==> src/rtl/vx_alu_commit_queue.sv <==
// Purpose  : elastic in-order commit queue between the ALU pipe and the writeback/commit arbiter.
// Latency  : 1 cycle minimum (no bypass); sustains 1 packet/cycle once non-empty.
// Backpress: in_ready comes from occupancy only, so out_ready never reaches in_ready combinationally.
//
// Ports:
//   clk, reset (async active-low)
//   in_valid/in_ready + in_{uuid,wid,tmask,PC,rd,wb,data}     : commit packet from ALU/MUL
//   out_valid/out_ready + out_{uuid,wid,tmask,PC,rd,wb,data}  : head entry to the arbiter
//   out_eop (always 1), count (occupancy), perf_stalls (saturating stall cycles)
module vx_alu_commit_queue #(
    parameter int NUM_THREADS = 4,
    parameter int NW_BITS     = 2,
    parameter int NR_BITS     = 5,
    parameter int UUID_BITS   = 44,
    parameter int DEPTH       = 4
) (
    input  logic                        clk,
    input  logic                        reset,
    input  logic                        in_valid,
    output logic                        in_ready,
    input  logic [UUID_BITS-1:0]        in_uuid,
    input  logic [NW_BITS-1:0]          in_wid,
    input  logic [NUM_THREADS-1:0]      in_tmask,
    input  logic [31:0]                 in_PC,
    input  logic [NR_BITS-1:0]          in_rd,
    input  logic                        in_wb,
    input  logic [NUM_THREADS*32-1:0]   in_data,
    output logic                        out_valid,
    input  logic                        out_ready,
    output logic [UUID_BITS-1:0]        out_uuid,
    output logic [NW_BITS-1:0]          out_wid,
    output logic [NUM_THREADS-1:0]      out_tmask,
    output logic [31:0]                 out_PC,
    output logic [NR_BITS-1:0]          out_rd,
    output logic                        out_wb,
    output logic [NUM_THREADS*32-1:0]   out_data,
    output logic                        out_eop,
    output logic [$clog2(DEPTH):0]      count,
    output logic [31:0]                 perf_stalls
);
    localparam int AW = $clog2(DEPTH);
    localparam int CW = AW + 1;

    typedef struct packed {
        logic [UUID_BITS-1:0]      uuid;
        logic [NW_BITS-1:0]        wid;
        logic [NUM_THREADS-1:0]    tmask;
        logic [31:0]               pc;
        logic [NR_BITS-1:0]        rd;
        logic                      wb;
        logic [NUM_THREADS*32-1:0] data;
    } entry_t;

    entry_t          mem_q [DEPTH];
    entry_t          in_ent;
    entry_t          head;
    logic [AW-1:0]   wr_ptr_q, wr_ptr_d;
    logic [AW-1:0]   rd_ptr_q, rd_ptr_d;
    logic [CW-1:0]   count_q,  count_d;
    logic [31:0]     stalls_q, stalls_d;
    logic            push;
    logic            pop;

    assign in_ent = '{uuid: in_uuid, wid: in_wid, tmask: in_tmask, pc: in_PC,
                      rd: in_rd, wb: in_wb, data: in_data};

    // Full/empty come from the occupancy counter; the pointers alias when full.
    assign in_ready  = (count_q != CW'(DEPTH));
    assign out_valid = (count_q != '0);
    assign push      = in_valid && in_ready;
    assign pop       = out_valid && out_ready;

    always_comb begin
        wr_ptr_d = wr_ptr_q;
        rd_ptr_d = rd_ptr_q;
        count_d  = count_q;
        stalls_d = stalls_q;
        if (push) wr_ptr_d = wr_ptr_q + AW'(1);
        if (pop)  rd_ptr_d = rd_ptr_q + AW'(1);
        if (push && !pop)      count_d = count_q + CW'(1);
        else if (pop && !push) count_d = count_q - CW'(1);
        if (in_valid && !in_ready && (stalls_q != '1)) stalls_d = stalls_q + 32'd1;
    end

    always_ff @(posedge clk or negedge reset) begin
        if (!reset) begin
            wr_ptr_q <= '0;
            rd_ptr_q <= '0;
            count_q  <= '0;
            stalls_q <= '0;
        end else begin
            wr_ptr_q <= wr_ptr_d;
            rd_ptr_q <= rd_ptr_d;
            count_q  <= count_d;
            stalls_q <= stalls_d;
        end
    end

    // Payload storage carries no reset; its contents only matter while out_valid is high.
    always_ff @(posedge clk) begin
        if (push) mem_q[wr_ptr_q] <= in_ent;
    end

    assign head        = mem_q[rd_ptr_q];
    assign out_uuid    = head.uuid;
    assign out_wid     = head.wid;
    assign out_tmask   = head.tmask;
    assign out_PC      = head.pc;
    assign out_rd      = head.rd;
    assign out_wb      = head.wb;
    assign out_data    = head.data;
    assign out_eop     = 1'b1;
    assign count       = count_q;
    assign perf_stalls = stalls_q;

    a_count_bound: assert property (@(posedge clk) disable iff (!reset) count_q <= CW'(DEPTH));
    a_no_ovf_push: assert property (@(posedge clk) disable iff (!reset) push |-> (count_q != CW'(DEPTH)));
    a_no_udf_pop:  assert property (@(posedge clk) disable iff (!reset) pop |-> (count_q != '0));
endmodule

==> config.mk <==
export PLATFORM = sky130hd
export DESIGN_NAME = vx_alu_commit_queue
export DESIGN_NICKNAME = d
export VERILOG_FILES = /design/src/rtl/vx_alu_commit_queue.sv
export SDC_FILE = /design/constraint.sdc
export NUM_CORES = 1
export LEC_CHECK = 0
export BUFFER_PORTS_ARGS = -buffer_cell sky130_fd_sc_hd__buf_2
export CAP_MARGIN = 15
export CORE_ASPECT_RATIO = 1.5
export CORE_MARGIN = 5
export CORE_UTILIZATION = 50
export DETAILED_ROUTE_END_ITERATION = 8
export GPL_ROUTABILITY_DRIVEN = 0
export PLACE_DENSITY = 0.75
export SLEW_MARGIN = 10
export SYNTH_ARGS = -nofsm -noshare
export SYNTH_HDL_FRONTEND = slang
export SYNTH_SLANG_ARGS = --single-unit
==> constraint.sdc <==
create_clock -name clk -period 19 [get_ports clk]
set_input_delay 0.95 -clock clk [delete_from_list [all_inputs] [get_ports clk]]
set_output_delay 0.95 -clock clk [all_outputs]
set_load 0.01 [all_outputs]
==> impl_metrics.tcl <==
set metrics [dict create \
    setup_violations 0 \
    die_h_um 325.1 \
    pre_cts_slack_ps 13370 \
    final_cell_mix "edfxtp_1 (864), buf_2 (472), mux4_2 (216)" \
    synth_seq_cells 903 \
    cp-end-kind "primary output" \
    vias 15620 \
    coreArea_um2 65610 \
    antenna_found_initial 24 \
    power.internal_mw 4.220 \
    p_comb_share_pct 28.5 \
    nets 2068 \
    cts.sinks 903 \
    irDropWorstVdd_mv 0.1733 \
    slew_headroom_pct 29.77 \
    antenna_left 0 \
    crit_type "flip-flop to primary output" \
    p_total_mw 6.006 \
    post_cts_resized 0 \
    hold_violations 0 \
    cts-root-buf "clkbuf_16" \
    min-delay-path-class "primary input to asynchronous set/reset pin" \
    cp_max_fo 51 \
    fin_crit_ps 6037 \
    cp_cell_sequence "buf_4 > buf_4 > buf_4 > mux4_2 > buf_2" \
    fin_tns_setup_ps 0 \
    dr.first_iter.drc_count 1144 \
    drc 0 \
    routed_wl_um 70770 \
    power.switching_mw 1.786 \
    drtPass1Iterations 5 \
    post-route-period-util_pct 31.77 \
    num_rows 115 \
    cp_slowest_stage_delay_ps 930 \
    start_util_pct 50.44 \
    track_usage_pct 19.60 \
    viasPerCell 5.583 \
    clk_path_buf_depth 3 \
    yosysSeqAreaShare_pct 81.34 \
    grt_pass1_wl_um 105100 \
    wl_per_cell_um 25.30 \
    portBuffers 472 \
    power.share.clock_pct 25.9 \
    clk_pin_slew_worst_paths_ps 60 \
    clock_latency_ps 630 \
    post-cts-setup-buffers 0 \
    p_seq_share_pct 45.6 \
    crit_top_cell "buf_4" \
    yosys_warnings 0 \
    avgSynthCellArea_um2 25.11 \
    grt_pass1_vias 16630 \
    ys_types 42 \
    ctsHtreeMaxLevel 3 \
    dp_hpwl_um 44950 \
    ios 474 \
    syn_inst 1318 \
    finClkSkew_ps 16.61 \
    p_per_area_nw_per_um2 153.7 \
    synth-edff-count 864 \
    die-area_um2 71550 \
    swShare_pct 29.74 \
    setup_ws_ps 12960 \
    n_fill_cell 4647 \
    p_leak_nw 13.49 \
    async_flop_share_pct 4.319 \
    post-place-cells 2634 \
    synth_area_um2 33100 \
    synth_ff_type "edfxtp_1" \
    cts_tree "done" \
    die_x_um 220.1 \
    cts_made_buffers 82 \
    cap_violations 0 \
    area_delta_synth_final_pct 18.09 \
    grt_max_degree 70 \
    max_slew.worst_pin.slew_ps 1053 \
    slew_violations 0 \
    grt_overflow_total 0 \
    syn_nets 1545 \
    stdcell_count 2797 \
    status "completed" \
    hold_buffers 0 \
    worstPathArrival_ps 5090 \
    required_ps 18050 \
    slowest_stage "dfrtp_4" \
    fmax_mhz 165.6 \
    worstSetupStartpointType "flip-flop" \
    rsz0062_at_grt "no" \
    final_common_cell "edfxtp_1" \
    drive_gt1_share_pct 43.98 \
]
worst max-delay path: cells and delay by family (launching register included):
family / cells / cell delay (ps)
buffers and inverters: 4 / 2670
DFF: 1 / 930
muxes: 1 / 640
worst paths after layout:
kind                            slack (ps)                          end                        start  cells after the start
worst max-delay path                 12960                 out_data[55]      rd_ptr_q[0]$_DFFE_PN0P_                      5
worst min-delay path                   460   perf_stalls[2]$_DFFE_PN0P_                        reset                      1
worst max register to register       15350      mem_q[0][155]$_DFFE_PP_         count[0]$_DFFE_PN0P_                      5
worst min register to register         490  perf_stalls[11]$_DFFE_PN0P_  perf_stalls[11]$_DFFE_PN0P_                      1
max in group asynchronous            17860      rd_ptr_q[0]$_DFFE_PN0P_                        reset                      1
min in group clk                       490  perf_stalls[11]$_DFFE_PN0P_  perf_stalls[11]$_DFFE_PN0P_                      1
flip-flops by register name, indices dropped and copies added, names as in the netlist:
name	cells
count	3
rd_ptr_q	2
wr_ptr_q	2
mem_q	864
perf_stalls	32
synthesized netlist by cell type, types with 2 or more instances:
master,number,area [um2]
buf_1,21,78.83
nand3_1,16,80.08
edfxtp_1,864,25940
mux4_2,216,4865
inv_1,3,11.26
buf_2,12,60.06
clkbuf_1,17,63.81
dfrtp_1,39,975.9
nor2_1,7,26.28
o21ai_0,3,15.01
and4_1,4,35.03
xnor2_1,24,210.2
nand2_1,17,63.81
and3_1,15,93.84
ha_1,6,75.07
and2_1,2,12.51
xor2_1,12,105.1
nor3_1,4,20.02
nand4_1,11,68.82
nor4b_2,2,30.03
nand3_2,2,20.02
stage by stage:
step           hold slack, ps  cell area (um2)  util, %
2_1_floorplan           515.4            33100        -
3_5_place_dp            479.5            36510    55.64
6_report                463.4            39090    59.57
3_3_place_gp            467.7            36510    55.64
5_1_grt                 489.0            39070    59.55
4_1_cts                 431.8            39040    59.50
power by group through the flow:
stage	clock (mW)	combinational, mW	sequential (mW)
CTS	1.60	1.76	2.75
detailed placement	0	1.75	2.78
global route	1.69	1.83	2.77
floorplan	0	1.09	2.79
finish	1.56	1.71	2.74
global placement	0	1.73	2.75
cell families after synthesis:
family | synth area share [%]
fa+ha+maj | 0.2873
mux | 14.77
xor+xnor | 0.9526
flops | 81.34
simple gates | 1.750
compound gates | 0.1928
buf+inv | 0.7032
other cells | 0.01133
layout make-up:
type | count | area (um2) | share of cell area [%]
diodes | 17 | 42.54 | 0.1088
clock buffers | 103 | 2173 | 5.561
clock inverters | 43 | 362.8 | 0.9284
inverters | 3 | 11.26 | 0.02881
multi-input cells | 360 | 5964 | 15.26
flip-flops and latches | 903 | 26930 | 68.90
well taps | 877 | 1097 | 2.807
repair buffers | 491 | 2505 | 6.409
layer usage:
layer  part of all wire [%]  GRT usage, %  vias to the layer above
li1                       -             -                     6685
met1                     36         23.33                     8197
met2                     54         34.07                      601
met3                    7.8         5.661                      119
met4                    2.9         6.991                       14
met5                   0.14             0                        -
(Power assumes the default switching activity.)
